<file path="src/rtl/led_mode_scheduler.sv">
// Mode/colour sequencer for the LED pattern engines: debounced buttons, run/pause and an auto playlist.
// Define LED_SCHED_BOUNCE_EN to make mode advances ping-pong (00-01-10-01-00) instead of wrapping.
module led_mode_scheduler #(
   parameter int NB_BTN    = 4,
   parameter int NB_DWELL  = 8,
   parameter int DB_CYCLES = 1000000
) (
   input  logic                clock,
   input  logic                i_reset,
   input  logic                i_valid,
   input  logic [NB_BTN-1:0]   i_btn,
   input  logic [NB_DWELL-1:0] i_dwell,
   output logic [1:0]          o_mode,
   output logic [2:0]          o_color,
   output logic                o_enable,
   output logic                o_run,
   output logic                o_auto,
   output logic                o_mode_change
);

   localparam int               CNT_W   = (DB_CYCLES > 2) ? $clog2(DB_CYCLES) : 1;
   localparam logic [CNT_W-1:0] DB_LAST = CNT_W'(DB_CYCLES - 1);

   typedef enum logic [1:0] {
      PAUSE    = 2'd0,
      RUN_MAN  = 2'd1,
      RUN_AUTO = 2'd2
   } state_t;

   logic [1:0]          r_rst_sync;
   logic                w_rst_n;
   logic [NB_BTN-1:0]   r_btn_s1;
   logic [NB_BTN-1:0]   r_btn_s2;
   logic [NB_BTN-1:0]   r_btn_db;
   logic [NB_BTN-1:0]   r_btn_db_d;
   logic [CNT_W-1:0]    r_db_cnt [NB_BTN];
   logic [NB_BTN-1:0]   w_press;
   state_t              r_state;
   state_t              w_state_next;
   logic                r_auto;
   logic                w_auto_next;
   logic [1:0]          r_mode;
   logic [1:0]          w_mode_next;
   logic [2:0]          r_color;
   logic                r_mode_change;
   logic [NB_DWELL-1:0] r_dwell;
   logic [NB_DWELL-1:0] w_limit_m1;
   logic                w_expire;
   logic                w_advance;
   logic                w_auto_entry;

   // Reset asserts immediately but releases only after two clean clock edges.
   always_ff @(posedge clock or negedge i_reset) begin
      if (!i_reset) begin
         r_rst_sync <= 2'b00;
      end else begin
         r_rst_sync <= {r_rst_sync[0], 1'b1};
      end
   end

   assign w_rst_n = r_rst_sync[1];

   always_ff @(posedge clock or negedge w_rst_n) begin
      if (!w_rst_n) begin
         r_btn_s1   <= '0;
         r_btn_s2   <= '0;
         r_btn_db_d <= '0;
      end else begin
         r_btn_s1   <= i_btn;
         r_btn_s2   <= r_btn_s1;
         r_btn_db_d <= r_btn_db;
      end
   end

   // A level is accepted only after DB_CYCLES consecutive cycles of disagreement.
   always_ff @(posedge clock or negedge w_rst_n) begin
      if (!w_rst_n) begin
         r_btn_db <= '0;
         for (int b = 0; b < NB_BTN; b++) begin
            r_db_cnt[b] <= '0;
         end
      end else begin
         for (int b = 0; b < NB_BTN; b++) begin
            if (r_btn_s2[b] == r_btn_db[b]) begin
               r_db_cnt[b] <= '0;
            end else if (r_db_cnt[b] == DB_LAST) begin
               r_db_cnt[b] <= '0;
               r_btn_db[b] <= r_btn_s2[b];
            end else begin
               r_db_cnt[b] <= r_db_cnt[b] + 1'b1;
            end
         end
      end
   end

   assign w_press      = r_btn_db & ~r_btn_db_d;
   assign w_limit_m1   = (i_dwell == '0) ? '0 : i_dwell - 1'b1;
   assign w_expire     = (r_state == RUN_AUTO) && i_valid && (r_dwell >= w_limit_m1);
   assign w_advance    = w_press[0] | w_expire;
   assign w_auto_entry = w_press[3] & ~r_auto;

   always_comb begin
      w_auto_next  = r_auto ^ w_press[3];
      w_state_next = r_state;
      case (r_state)
         PAUSE: begin
            if (w_press[1]) begin
               w_state_next = w_auto_next ? RUN_AUTO : RUN_MAN;
            end
         end
         RUN_MAN, RUN_AUTO: begin
            if (w_press[1]) begin
               w_state_next = PAUSE;
            end else begin
               w_state_next = w_auto_next ? RUN_AUTO : RUN_MAN;
            end
         end
         default: w_state_next = RUN_MAN;
      endcase
   end

`ifdef LED_SCHED_BOUNCE_EN
   logic r_dir_up;
   logic w_dir_next;

   // Direction turns around whenever the step lands on either end mode.
   always_comb begin
      w_mode_next = r_mode;
      w_dir_next  = r_dir_up;
      if (w_advance) begin
         if (r_dir_up) begin
            w_mode_next = r_mode + 2'd1;
            w_dir_next  = (r_mode == 2'd1) ? 1'b0 : 1'b1;
         end else begin
            w_mode_next = r_mode - 2'd1;
            w_dir_next  = (r_mode == 2'd1) ? 1'b1 : 1'b0;
         end
      end
   end

   always_ff @(posedge clock or negedge w_rst_n) begin
      if (!w_rst_n) begin
         r_dir_up <= 1'b1;
      end else begin
         r_dir_up <= w_dir_next;
      end
   end
`else
   always_comb begin
      w_mode_next = r_mode;
      if (w_advance) begin
         w_mode_next = (r_mode == 2'd2) ? 2'd0 : r_mode + 2'd1;
      end
   end
`endif

   always_ff @(posedge clock or negedge w_rst_n) begin
      if (!w_rst_n) begin
         r_state       <= RUN_MAN;
         r_auto        <= 1'b0;
         r_mode        <= 2'd0;
         r_color       <= 3'b001;
         r_mode_change <= 1'b0;
         r_dwell       <= '0;
      end else begin
         r_state       <= w_state_next;
         r_auto        <= w_auto_next;
         r_mode        <= w_mode_next;
         r_mode_change <= w_advance;
         if (w_press[2]) begin
            r_color <= {r_color[1:0], r_color[2]};
         end
         if (w_advance || w_auto_entry) begin
            r_dwell <= '0;
         end else if ((r_state == RUN_AUTO) && i_valid) begin
            r_dwell <= r_dwell + 1'b1;
         end
      end
   end

   assign o_mode        = r_mode;
   assign o_color       = r_color;
   assign o_run         = (r_state != PAUSE);
   assign o_auto        = r_auto;
   assign o_mode_change = r_mode_change;
   assign o_enable      = i_valid & o_run & w_rst_n;

endmodule
</file>
<file path="config.mk">
export PLATFORM = sky130hd
export DESIGN_NAME = led_mode_scheduler
export DESIGN_NICKNAME = d
export VERILOG_FILES = /design/src/rtl/led_mode_scheduler.sv
export SDC_FILE = /design/constraint.sdc
export NUM_CORES = 1
export LEC_CHECK = 0
export BUFFER_PORTS_ARGS = -buffer_cell sky130_fd_sc_hd__buf_4
export CAP_MARGIN = 10
export CORE_ASPECT_RATIO = 1.1
export CORE_MARGIN = 1.5
export CORE_UTILIZATION = 60
export DETAILED_ROUTE_END_ITERATION = 6
export PLACE_DENSITY = 0.78
export SKIP_CTS_REPAIR_TIMING = 1
export SLEW_MARGIN = 20
export SYNTH_ARGS = -nofsm -noshare
export SYNTH_HDL_FRONTEND = slang
export SYNTH_SLANG_ARGS = --single-unit
</file>
<file path="constraint.sdc">
create_clock -name clock -period 5.15 [get_ports clock]
set_input_delay 0 -clock clock [delete_from_list [all_inputs] [get_ports clock]]
set_output_delay 0 -clock clock [all_outputs]
set_load 0.02 [all_outputs]
</file>
# Word level (Yosys, flattened, before mapping)
# Index checks and enable logic that the tools add are counted.
[classes] addsub=7 n_mul=0 div_mod_pow=0 n_lt_le_gt_ge=1 n_eq_ne=12 shifts=0 n_mux=16 bitwise_logic=12 reduce_logical=12
[op_table] operator="two-way mux 20 bit" n=8
[op_table] operator="adder 20 x 1 -> 20 bit (second input constant)" n=4
[op_table] operator="== test 20 bit (second input constant)" n=4
[op_table] operator="two-way mux 8 bit" n=3
[op_table] operator="adder 8 x 1 -> 8 bit (second input constant)" n=1
[op_table] operator=">= comparator 8 bit" n=1
[op_table] operator="logical NOT 8 bit" n=1
[op_table] operator="two-way mux 2 bit" n=4
[op_table] operator="AND reduction 2 bit" n=4
[op_table] operator="subtractor 8 x 1 -> 8 bit (second input constant)" n=1
[op_table] operator="NOT 1 bit" n=5
[op_table] operator="bitwise AND 4 bit" n=1
[op_table] operator="== test 1 bit" n=4
[op_table] operator="== test 2 bit (second input constant)" n=2
[op_table] operator="NOT 4 bit" n=1
[op_table] operator="case mux 2 bit (2 select lines)" n=1
[op_table] operator="nonzero test 2 bit" n=2
[op_table] operator="bitwise AND 1 bit" n=3
[op_table] operator="adder 2 x 1 -> 2 bit (second input constant)" n=1
[op_table] operator="== test 2 x 1 -> 1 bit (second input constant)" n=1
[op_table] operator="logical AND 1 bit" n=2
[op_table] operator="logical NOT 2 bit" n=1
[op_table] operator="inequality test 2 bit (second input constant)" n=1
[op_table] operator="OR reduction 2 bit" n=1
[op_table] operator="other kinds (3)" n=3
[word_totals] ff_bits=115 latch_bits=0 mem_bits_rw=0 mem_bits_ro=0 out_inout_bits=9 word_cells=78 n_memories=0

# Depth between registers and ports, before layout
# Gate-level depths: netlist of the first run.
[depth] word_depth=7 mapped_depth=12 depth_no_buf=12

# Worst setup path before layout of the first run
# OpenSTA, ideal clock, no wires.
[synth_path] kind="register to output" startpoint="register r_rst_sync[1]" endpoint="output o_enable" t_arrival_ns=3.273 required_time_ns=5.150 setup_slack_ns=1.877 stages_incl_launch_ff=2 path_buffers=0 cell_sequence="dfrtp_1 and3_1"
[synth_between] elab_chain_len=1
[synth_lines] item="start: declaration" line="30" rtl="logic [1:0] r_rst_sync;"
[synth_lines] item="start signal: assignment" line="57" rtl="r_rst_sync <= {r_rst_sync[0], 1'b1};"
[synth_lines] item="bitwise AND 1 bit" line="186" rtl="assign o_enable = i_valid & o_run & w_rst_n;"
[synth_lines] item="end: declaration" line="15" rtl="output logic o_enable,"
# No other way between the ends.

# Worst setup path in the final report of the first run
[layout_path] startpoint="input i_dwell[0]" endpoint="register r_mode[1], in the netlist o_mode[1]"
[layout_between] elab_chain_len=5 elab_cells_between_ends=6
[layout_lines] item="start: declaration" line="12" rtl="input logic [NB_DWELL-1:0] i_dwell,"
[layout_lines] item="subtractor 8 x 1 -> 8 bit / logical NOT 8 bit (equally long branches)" line="97" rtl="assign w_limit_m1 = (i_dwell == '0) ? '0 : i_dwell - 1'b1;"
[layout_lines] item="two-way mux 8 bit *" line="97"
[layout_lines] item=">= comparator 8 bit *" line="98" rtl="assign w_expire = (r_state == RUN_AUTO) && i_valid && (r_dwell >= w_limit_m1);"
[layout_lines] item="logical AND 1 bit *" line="98"
[layout_lines] item="OR 1 bit *" line="99" rtl="assign w_advance = w_press[0] | w_expire;"
[layout_lines] item="end signal: assignment" line="168" rtl="r_mode <= w_mode_next;"
[layout_lines] item="end: declaration" line="42" rtl="logic [1:0] r_mode;"
# Mark *: on every way between the ends. The rest lies on a longest branch, timed or not.
# A chain may end at the register's enable or synchronous reset.

==> results.sh, run 1 <==
export IMPL_crit_fanout=9
export IMPL_avgSynthCellArea_sq_um=10.2
export IMPL_yosysSeqAreaShare_pct=51.3
export IMPL_cts_tree="built"
export IMPL_drt_vias_per_instance=5.67
export IMPL_critPathArrivalTime_ns=3.00
export IMPL_power_density_mw_per_mm2=330
export IMPL_grt_pass1_vias=4075
export IMPL_clk_pin_slew_worst_paths_ns=0.05
export IMPL_fin_setup_tns_ns=0
export IMPL_die_area_sq_mm=0.00994
export IMPL_start_util_pct=62.6
export IMPL_first_pass_iters=4
export IMPL_crit_family="simple AND/OR/NAND/NOR gates"
export IMPL_outcome="finished, violations left"
export IMPL_grt_max_degree=77
export IMPL_multi_input_area_sq_mm=0.00263
export IMPL_routedWlPerCell_um=15.0
export IMPL_vias=4039
export IMPL_postLayoutCoreUtil_pct=72.9
export IMPL_crit_required_ns=5.53
export IMPL_synth_edf_count=0
export IMPL_cp_end_kind="flop"
export IMPL_hold_slack_ns=-0.0226
export IMPL_cp_start_kind="primary input"
export IMPL_cts_buffer_depth=2
export IMPL_synthToLayoutAreaGrowth_pct=16.4
export IMPL_critical_path_class="primary input to flop"
export IMPL_drive_gt1_share_pct=12.7
export IMPL_timing_final_crit_share_pct=50.7
export IMPL_fin_cells=712
export IMPL_power_mw=2.15
export IMPL_violations="negative hold slack"
export IMPL_worstMarginPinSlew_ns=0.931
export IMPL_antenna_found_initial=0
export IMPL_synthFlopType="dfrtp_1"
export IMPL_die_h_um=104
export IMPL_fin_skew_ns=0.00916
export IMPL_synth_cells=548
export IMPL_grtUsageTotal_pct=23.2
export IMPL_cts_buffers=17
export IMPL_cpPeakStageDelay_ns=0.48
export IMPL_rsz0062_at_grt="no"
export IMPL_drc=0
export IMPL_hpwl_mm=6.67
export IMPL_seq_area_sq_mm=0.00288
export IMPL_slew_viol_final=0
export IMPL_fillers=619
export IMPL_grt_overflow_total=0
export IMPL_power_leakage_nw=2.99
export IMPL_die_x_um=95.2
export IMPL_htree_levels=4
export IMPL_place_congestion=0.794
export IMPL_clock_sinks=115
export IMPL_ios=24
export IMPL_period_needed_ns=2.61
export IMPL_path_common_cell="ha_1"
export IMPL_drtIter0Drc=173
export IMPL_yosys_warnings=0
export IMPL_finalNetCount=620
export IMPL_coreArea_sq_mm=0.00896
export IMPL_ir_drop_mv=0.189
export IMPL_setup_viol=0
export IMPL_cp_slowest_cell="a2111oi_2"
export IMPL_rows=36
export IMPL_crit_path_cell_trace="buf_4 -> inv_1 -> ha_1 -> nor2b_1 -> nand3b_1 -> or3_1 -> and2_1 -> ha_1 -> nand2b_4 -> a2111oi_2 -> o41ai_4 -> a21oi_2 -> mux2_1"
export IMPL_synth_ff_latch_count=115
export IMPL_synth_cell_types=43
export IMPL_num_antenna_cells=0
export IMPL_fmax_ghz=0.383
export IMPL_worst_hold_path_type="primary input to flop"
export IMPL_hold_viol=2
export IMPL_slew_headroom_pct=37.9
export IMPL_grt_pass1_wl_mm=18.2
export IMPL_async_reset_ff_share_pct=100
export IMPL_drv_cap=0
export IMPL_clock_latency_ns=0.51
export IMPL_path_buf_inv=2
export IMPL_synth_nets=581
export IMPL_port_buffers=23
export IMPL_synth_area_sq_mm=0.00561
export IMPL_cts_root_buf="clkbuf_8"
export IMPL_routed_wl_mm=10.7
export IMPL_dp_cells=676
export IMPL_ant_nets=0
==> worst register-to-register path, delay by kind of cell, from the launching register on <==
| family | cells | cell delay [ns] |
|---|---|---|
| compound gates | 3 | 0.89 |
| fa+ha+maj | 1 | 0.30 |
| buf+inv | 1 | 0.08 |
| flops | 1 | 0.44 |
| mux | 1 | 0.34 |
| simple gates | 1 | 0.14 |
==> placed cells by master (no fill, tap or decap), drive strengths merged, types with 6 or more instances in the layout <==
cell type / Yosys / layout
a211oi: 6 / 6
inv: 14 / 15
and4: 8 / 8
dfrtp: 113 / 113
nand2: 36 / 36
nor4: 9 / 9
xnor2: 24 / 24
nor2b: 7 / 7
nand4: 14 / 14
nor3: 14 / 14
a21oi: 6 / 6
and3: 17 / 17
nor2: 97 / 97
clkbuf: 2 / 20
nand3: 46 / 46
xor2: 58 / 58
ha: 18 / 18
nand2b: 7 / 7
mux2: 9 / 9
dlygate4sd3: 0 / 6
buf: 8 / 24
==> state kept, by name, indices dropped and copies added, names as in the netlist <==
signal / flops
o_auto: 1
o_color: 3
o_mode: 2
o_mode_change: 1
r_btn_db: 4
r_btn_db_d: 4
r_btn_s1: 4
r_btn_s2: 4
r_db_cnt: 80
r_dwell: 8
r_rst_sync: 2
r_state: 2
==> per-stage QoR <==
step / instance area, sq um / hold slack (ns) / setup slack, ns
4_1_cts: 6470 / -0.745 / 2.54
3_5_place_dp: 5890 / -0.216 / 2.04
3_3_place_gp: 5890 / -0.217 / 2.15
2_1_floorplan: 5610 / -0.296 / 1.70
5_1_grt: 6530 / 0.0143 / 2.35
6_report: 6530 / -0.0226 / 2.54
==> power by group <==
| group | internal [mW] | leakage [nW] | switching (mW) |
|---|---|---|---|
| clock | 0.754 | 0.283 | 0.394 |
| sequential | 0.916 | 1.55 | 0.0211 |
| combinational | 0.0297 | 1.16 | 0.0394 |
==> cells in the mapped netlist (2+ instances only) <==
cell	instances	share of area, %
nor4_1	7	0.78
clkbuf_1	2	0.13
o21ai_0	3	0.27
a21oi_1	5	0.45
nand2_1	36	2.4
or2_2	3	0.33
nor4bb_1	2	0.36
nor3_1	14	1.2
ha_1	18	4.0
a211oi_1	6	0.80
and4_1	8	1.2
and3_1	17	1.9
inv_1	14	0.94
nor2_1	97	6.5
nand2b_1	6	0.67
a31o_2	3	0.47
mux2_2	7	1.4
nand3_1	46	4.1
o21a_1	2	0.27
mux2_1	2	0.40
and2_1	5	0.56
nand4_1	14	1.6
xnor2_1	24	3.7
dfrtp_1	113	50
or3_1	4	0.45
buf_2	8	0.71
nor2b_1	7	0.78
xor2_1	58	9.1
dfstp_2	2	0.94
nand3b_1	2	0.27
==> worst paths after layout <==
| kind | from | to | slack, ns | depth (start not counted) |
|---|---|---|---|---|
| hold reg to reg | r_btn_s1[2] | r_btn_s2[2] | 0.34 | 0 |
| max in group asynchronous | r_rst_sync[1] | o_color[0] | 3.63 | 1 |
| setup reg to reg | r_dwell[0] | o_mode[1] | 2.84 | 7 |
| hold / removal | i_valid | r_dwell[0] | -0.02 | 4 |
| setup / recovery | i_dwell[0] | o_mode[1] | 2.54 | 13 |
| min in group asynchronous | i_reset | r_rst_sync[0] | 0.35 | 3 |
==> cell type report <==
type	instances	share of cell area [%]
clock inverters	10	2.05
repair buffers	30	3.68
flip-flops and latches	115	44.2
inverters	14	0.805
clock buffers	20	6.82
multi-input cells	409	40.3
well taps	114	2.18
==> kinds of logic (layout without fill, tap and decap cells) <==
family,after synthesis,count (layout),share of synthesized area [%]
and+or+nand+nor,275,275,24.7
DFF,115,115,51.3
xor gates and xnor gates,82,82,12.8
buffers and inverters,24,74,1.78
AOI/OAI and AO/OA,23,23,3.32
adders and majority gates,18,18,4.01
muxes,10,10,1.98
other,1,1,0.0668
==> routing by layer <==
layer	track usage [%]	up-vias	part of all wire [%]
li1	-	1944	-
met1	29.0	1983	44
met4	9.38	0	2.1
met3	5.56	24	3.5
met2	38.1	88	51
met5	0	-	0
(Power assumes the default switching activity.)
==> run 2: changes to the inputs <==
--- a/config.mk
+++ b/config.mk
@@ -9,9 +9,9 @@
 export CAP_MARGIN = 10
 export CORE_ASPECT_RATIO = 1.1
 export CORE_MARGIN = 1.5
-export CORE_UTILIZATION = 60
+export CORE_UTILIZATION = 56
 export DETAILED_ROUTE_END_ITERATION = 6
-export PLACE_DENSITY = 0.78
+export PLACE_DENSITY = 0.76
 export SKIP_CTS_REPAIR_TIMING = 1
 export SLEW_MARGIN = 20
 export SYNTH_ARGS = -nofsm -noshare
==> constraint.sdc (replaced) <==
create_clock -name clock -period 2.4 [get_ports clock]
set_input_delay 0 -clock clock [delete_from_list [all_inputs] [get_ports clock]]
set_output_delay 0 -clock clock [all_outputs]
set_load 0.02 [all_outputs]
==> run 2 against run 1 <==
Effect of this change: the flow now finishes without violations; worst setup slack worse by 2.3 ns; clock-buffer cell count down 2; total power up 110%; sequential power up 110%; largest power group unchanged; core utilization down 4.5 points; clock power up 110%; via count down 0.87%; sequential share of layout area down 1.1 points; highest routed layer unchanged; final area up 2.5%; register-to-register slack worse by 2.6 ns.
==> results.sh, run 2 (synthesis results as in run 1) <==
export IMPL_path_buf_inv=1
export IMPL_drt_vias_per_instance=5.48
export IMPL_place_congestion=0.837
export IMPL_rows=38
export IMPL_synthToLayoutAreaGrowth_pct=19.3
export IMPL_cts_buffers=17
export IMPL_r2r_start="r_dwell[0]"
export IMPL_slew_headroom_pct=58.8
export IMPL_final_cell_mix="dfrtp_1, nor2_1, xor2_1"
export IMPL_coreArea_sq_mm=0.00979
export IMPL_largest_reg_flops=80
export IMPL_top_regs="r_db_cnt (80), r_dwell (8)"
export IMPL_cts_tree="built"
export IMPL_period_needed_ns=2.14
export IMPL_cts_root_buf="clkbuf_8"
export IMPL_rsz0062_at_grt="no"
export IMPL_cp_startpoint="r_dwell[0]"
export IMPL_crit_required_ns=2.79
export IMPL_clock_latency_ns=0.51
export IMPL_postLayoutCoreUtil_pct=68.3
export IMPL_drc=0
export IMPL_grtUsageTotal_pct=21.0
export IMPL_ant_nets=0
export IMPL_cp_depth=7
export IMPL_grt_overflow_total=0
export IMPL_hpwl_mm=6.58
export IMPL_slew_viol_final=0
export IMPL_crit_path_cell_trace="inv_1 -> ha_4 -> nand2b_4 -> a2111oi_4 -> o41ai_4 -> a21oi_2 -> mux2_1"
export IMPL_grt_pass1_wl_mm=18.0
export IMPL_timing_rr_end="o_mode[1]"
export IMPL_worst_hold_path_type="primary input to flop"
export IMPL_hold_path_depth=2
export IMPL_outcome="completed"
export IMPL_vias=4004
export IMPL_drive_gt1_share_pct=15.6
export IMPL_ios=24
export IMPL_cts_buffer_depth=2
export IMPL_cp_slowest_cell="dfrtp_1"
export IMPL_crit_path_end="o_mode[1]"
export IMPL_finalNetCount=630
export IMPL_ir_drop_mv=0.447
export IMPL_regMostFlops="r_db_cnt"
export IMPL_routed_wl_mm=10.1
export IMPL_fin_cells=730
export IMPL_die_x_um=98.4
export IMPL_dp_cells=691
export IMPL_crit_fanout=7
export IMPL_worstMarginPinSlew_ns=0.614
export IMPL_timing_final_crit_share_pct=89.0
export IMPL_critical_path_class="flop to flop"
export IMPL_fillers=734
export IMPL_cpPeakStageDelay_ns=0.45
export IMPL_routedWlPerCell_um=13.8
export IMPL_fmax_ghz=0.468
export IMPL_hold_viol=0
export IMPL_drtIter0Drc=266
export IMPL_setup_viol=0
export IMPL_clk_pin_slew_worst_paths_ns=0.06
export IMPL_r2r_cells=7
export IMPL_antenna_found_initial=0
export IMPL_r2r_slack_ns=0.26
export IMPL_num_antenna_cells=0
export IMPL_grt_max_degree=98
export IMPL_clock_sinks=115
export IMPL_first_pass_iters=4
export IMPL_cp_end_kind="flop"
export IMPL_fin_skew_ns=0.00856
export IMPL_crit_family="compound AO/OA/AOI/OAI gates"
export IMPL_die_area_sq_mm=0.0106
export IMPL_start_util_pct=57.3
export IMPL_drv_cap=0
export IMPL_final_common_cell="dfrtp_1"
export IMPL_htree_levels=4
export IMPL_cp_start_kind="flop"
export IMPL_grt_pass1_vias=4073
export IMPL_die_h_um=108
export IMPL_port_buffers=23
export IMPL_critPathArrivalTime_ns=2.53
export IMPL_power_leakage_nw=3.04
export IMPL_power_density_mw_per_mm2=689
==> run 2: area by class of cell <==
| class | instances | area (sq um) | area share (%) |
|---|---|---|---|
| tap | 120 | 150 | 2.24 |
| clock buffer | 18 | 428 | 6.39 |
| timing repair buffer | 40 | 330 | 4.93 |
| inverter | 14 | 65.1 | 0.972 |
| clock inverter | 14 | 153 | 2.28 |
| multi-input combinational | 409 | 2680 | 40.1 |
| sequential | 115 | 2880 | 43.1 |
==> run 2: how the worst min path moves through the flow <==
| stage | slack (ns) | start | endpoint |
|---|---|---|---|
| final | 0.14 | i_btn[3] | r_btn_s1[3] |
| after global routing | 0.11 | i_btn[2] | r_btn_s1[2] |
| after CTS | -0.77 | i_reset | r_rst_sync[1] |
| after detailed placement | -0.22 | i_reset | r_rst_sync[0] |
| after global placement | -0.22 | i_reset | r_rst_sync[0] |
| after floorplan | -0.30 | i_reset | r_rst_sync[0] |
==> run 2: worst register-to-register path, delay by kind of cell (launching register included) <==
kind | cells | cell delay, ns
buffers and inverters | 1 | 0.11
DFF | 1 | 0.45
muxes | 1 | 0.35
AOI/OAI and AO/OA | 3 | 0.73
adders and majority gates | 1 | 0.24
and+or+nand+nor | 1 | 0.14
==> run 2: where the power goes <==
part,total (mW),leakage (nW),internal [mW],switching [mW]
clock network,2.43,0.275,1.51,0.919
registers,1.99,1.55,1.97,0.0288
logic,0.188,1.21,0.0814,0.107
==> run 2: per-stage QoR <==
| step | setup WS (ns) | power (mW) | hold slack (ns) | TNS, ns | area (sq um) |
|---|---|---|---|---|---|
| 3_5_place_dp | -0.271 | 2.21 | -0.215 | -1.33 | 6040 |
| 6_report | 0.264 | 4.61 | 0.135 | 0 | 6690 |
| 3_3_place_gp | -0.190 | 2.20 | -0.216 | -0.968 | 6040 |
| 5_1_grt | 0.131 | 4.79 | 0.111 | 0 | 6690 |
| 2_1_floorplan | 0.00225 | 2.14 | -0.296 | 0 | 5680 |
| 4_1_cts | 0.244 | 4.66 | -0.766 | 0 | 6620 |
==> run 2: per-layer routing <==
layer | up-vias | routed length (um) | global-route usage, %
met3 | 5 | 339 | 6.53
met4 | 0 | 58 | 7.14
met1 | 1976 | 4640 | 26.6
met2 | 56 | 5040 | 34.3
met5 | - | 0 | 0
li1 | 1967 | - | -
==> run 3: changes to the inputs <==
==> constraint.sdc (replaced) <==
create_clock -name clock -period 2.4 [get_ports clock]
set_input_delay 0.48 -clock clock [delete_from_list [all_inputs] [get_ports clock]]
set_output_delay 0.48 -clock clock [all_outputs]
set_load 0.02 [all_outputs]
==> run 3 against run 2 <==
Effect of this change: the run now ends with negative setup slack left; clock power rose by 4%; via count increased by 1.6%; first-iteration DRC count decreased by 8.6%.
==> results.sh, run 3 (synthesis results as in run 1) <==
export IMPL_outcome="finished, violations left"
export IMPL_violations="negative setup slack"
export IMPL_fmax_ghz=0.398
export IMPL_min_from="i_btn[2]"
export IMPL_port_buffers=23
export IMPL_r2r_cells=7
export IMPL_largest_reg_flops=80
export IMPL_p_comb_share_pct=4.4
export IMPL_share_clk_of_total_power_pct=53.4
export IMPL_seqPwrFrac_pct=42.3
export IMPL_crit_fanout=5
export IMPL_vias=4068
export IMPL_htree_levels=4
export IMPL_drc=0
export IMPL_routed_wl_mm=11.0
export IMPL_cp_end_kind="flop"
export IMPL_clock_latency_ns=0.52
export IMPL_fin_skew_ns=0.00992
export IMPL_coreArea_sq_mm=0.00979
export IMPL_final_common_cell="dfrtp_1"
export IMPL_grt_pass1_vias=3963
export IMPL_antenna_found_initial=0
export IMPL_grt_pass1_wl_mm=18.8
export IMPL_rsz0062_at_grt="yes"
export IMPL_hold_slack_ns=0.0638
export IMPL_cts_root_buf="clkbuf_8"
export IMPL_ios=24
export IMPL_dp_cells=698
export IMPL_grtUsageTotal_pct=22.4
export IMPL_cts_tree="built"
export IMPL_setup_ws_ns=-0.114
export IMPL_start_util_pct=57.3
export IMPL_crit_path_cell_trace="buf_8 -> clkinv_8 -> ha_4 -> nor2b_4 -> nand3b_1 -> or3_4 -> and2_4 -> ha_4 -> nand2b_4 -> a2111oi_4 -> o41ai_4 -> a21oi_2 -> mux2_4"
export IMPL_hold_path_depth=1
export IMPL_p_sw_share_pct=21.6
export IMPL_hold_viol=0
export IMPL_grt_max_degree=114
export IMPL_r2r_start="r_dwell[0]"
export IMPL_regMostFlops="r_db_cnt"
export IMPL_hold_end="r_btn_s1[2]"
export IMPL_crit_family="simple AND/OR/NAND/NOR gates"
export IMPL_internal_power_mw=3.70
export IMPL_die_area_sq_mm=0.0106
export IMPL_first_pass_iters=4
export IMPL_die_x_um=98.4
export IMPL_power_leakage_nw=3.09
export IMPL_cp_slowest_cell="a2111oi_4"
export IMPL_clk_pin_slew_worst_paths_ns=0.06
export IMPL_synthToLayoutAreaGrowth_pct=21.3
export IMPL_die_h_um=108
export IMPL_postLayoutCoreUtil_pct=69.5
export IMPL_timing_rr_end="o_mode[0]"
export IMPL_ant_nets=0
export IMPL_power_density_mw_per_mm2=693
export IMPL_r2r_slack_ns=0.30
export IMPL_cts_buffers=17
export IMPL_timing_final_crit_share_pct=105
export IMPL_slew_viol_final=0
export IMPL_drv_cap=0
export IMPL_clock_sinks=115
export IMPL_routedWlPerCell_um=15.0
export IMPL_drive_gt1_share_pct=18.7
export IMPL_finalNetCount=635
export IMPL_place_congestion=0.792
export IMPL_drtIter0Drc=243
export IMPL_final_cell_mix="dfrtp_1, nor2_1, xor2_1"
export IMPL_setup_viol=5
export IMPL_ir_drop_mv=0.617
export IMPL_critical_path_class="primary input to flop"
export IMPL_path_buf_inv=2
export IMPL_num_antenna_cells=0
export IMPL_p_sw_mw=1.02
export IMPL_fin_setup_tns_ns=-0.410
export IMPL_cts_buffer_depth=2
export IMPL_slew_headroom_pct=57.9
export IMPL_cpPeakStageDelay_ns=0.38
export IMPL_path_common_cell="ha_4"
export IMPL_grt_overflow_total=0
export IMPL_cp_depth=13
export IMPL_worst_hold_path_type="primary input to flop"
export IMPL_top_regs="r_db_cnt (80), r_dwell (8)"
export IMPL_critPathArrivalTime_ns=2.92
export IMPL_worstMarginPinSlew_ns=0.627
export IMPL_crit_required_ns=2.80
export IMPL_rows=38
export IMPL_drt_vias_per_instance=5.53
export IMPL_period_needed_ns=2.51
export IMPL_hpwl_mm=6.92
export IMPL_cp_start_kind="primary input"
export IMPL_fin_cells=735
## run 3: layer usage
metal	share of wire, %	GRT usage [%]	up-vias
met3	3.2	4.78	13
met2	51	37.7	81
li1	-	-	1988
met4	1.5	9.05	0
met1	44	28.3	1986
met5	0	0	-
## run 3: worst reg2reg max path, delay by kind of cell (launching register included)
kind,cells,cell delay [ns]
buffers and inverters,1,0.11
DFF,1,0.45
muxes,1,0.32
AOI/OAI and AO/OA,3,0.73
and+or+nand+nor,1,0.14
adders and majority gates,1,0.24
## run 3: worst max-delay path by stage
stage,from,to,slack [ns]
final,i_dwell[0],o_mode[0],-0.11
after global routing,i_dwell[0],o_mode[0],-0.21
after CTS,i_dwell[1],o_mode[0],-0.15
after detailed placement,i_dwell[1],o_mode[0],-0.70
after global placement,i_dwell[1],o_mode[0],-0.62
after floorplan,i_dwell[1],o_mode[0],-0.48
## run 3: power groups by stage
stage / Clock, mW / Combinational (mW) / Sequential, mW
3_3_place_gp: 0 / 0.191 / 2.02
4_1_cts: 2.55 / 0.201 / 1.99
2_1_floorplan: 0 / 0.100 / 2.04
6_report: 2.52 / 0.207 / 1.99
3_5_place_dp: 0 / 0.199 / 2.03
5_1_grt: 2.64 / 0.236 / 2.00
## run 3: area by class of cell
class,instances,area (sq um)
clock buffers,22,453
clock inverters,10,149
fillers,703,2990
inverters,14,77.6
multi-input cells,409,2730
flip-flops and latches,115,2880
well taps,120,150
repair buffers,45,368
## run 3: metrics by stage
step / power, mW / area, sq um / setup slack [ns]
floorplan: 2.14 / 5690 / -0.476
global placement: 2.21 / 6100 / -0.618
detailed placement: 2.22 / 6100 / -0.699
CTS: 4.74 / 6710 / -0.154
global route: 4.87 / 6810 / -0.214
finish: 4.72 / 6810 / -0.114
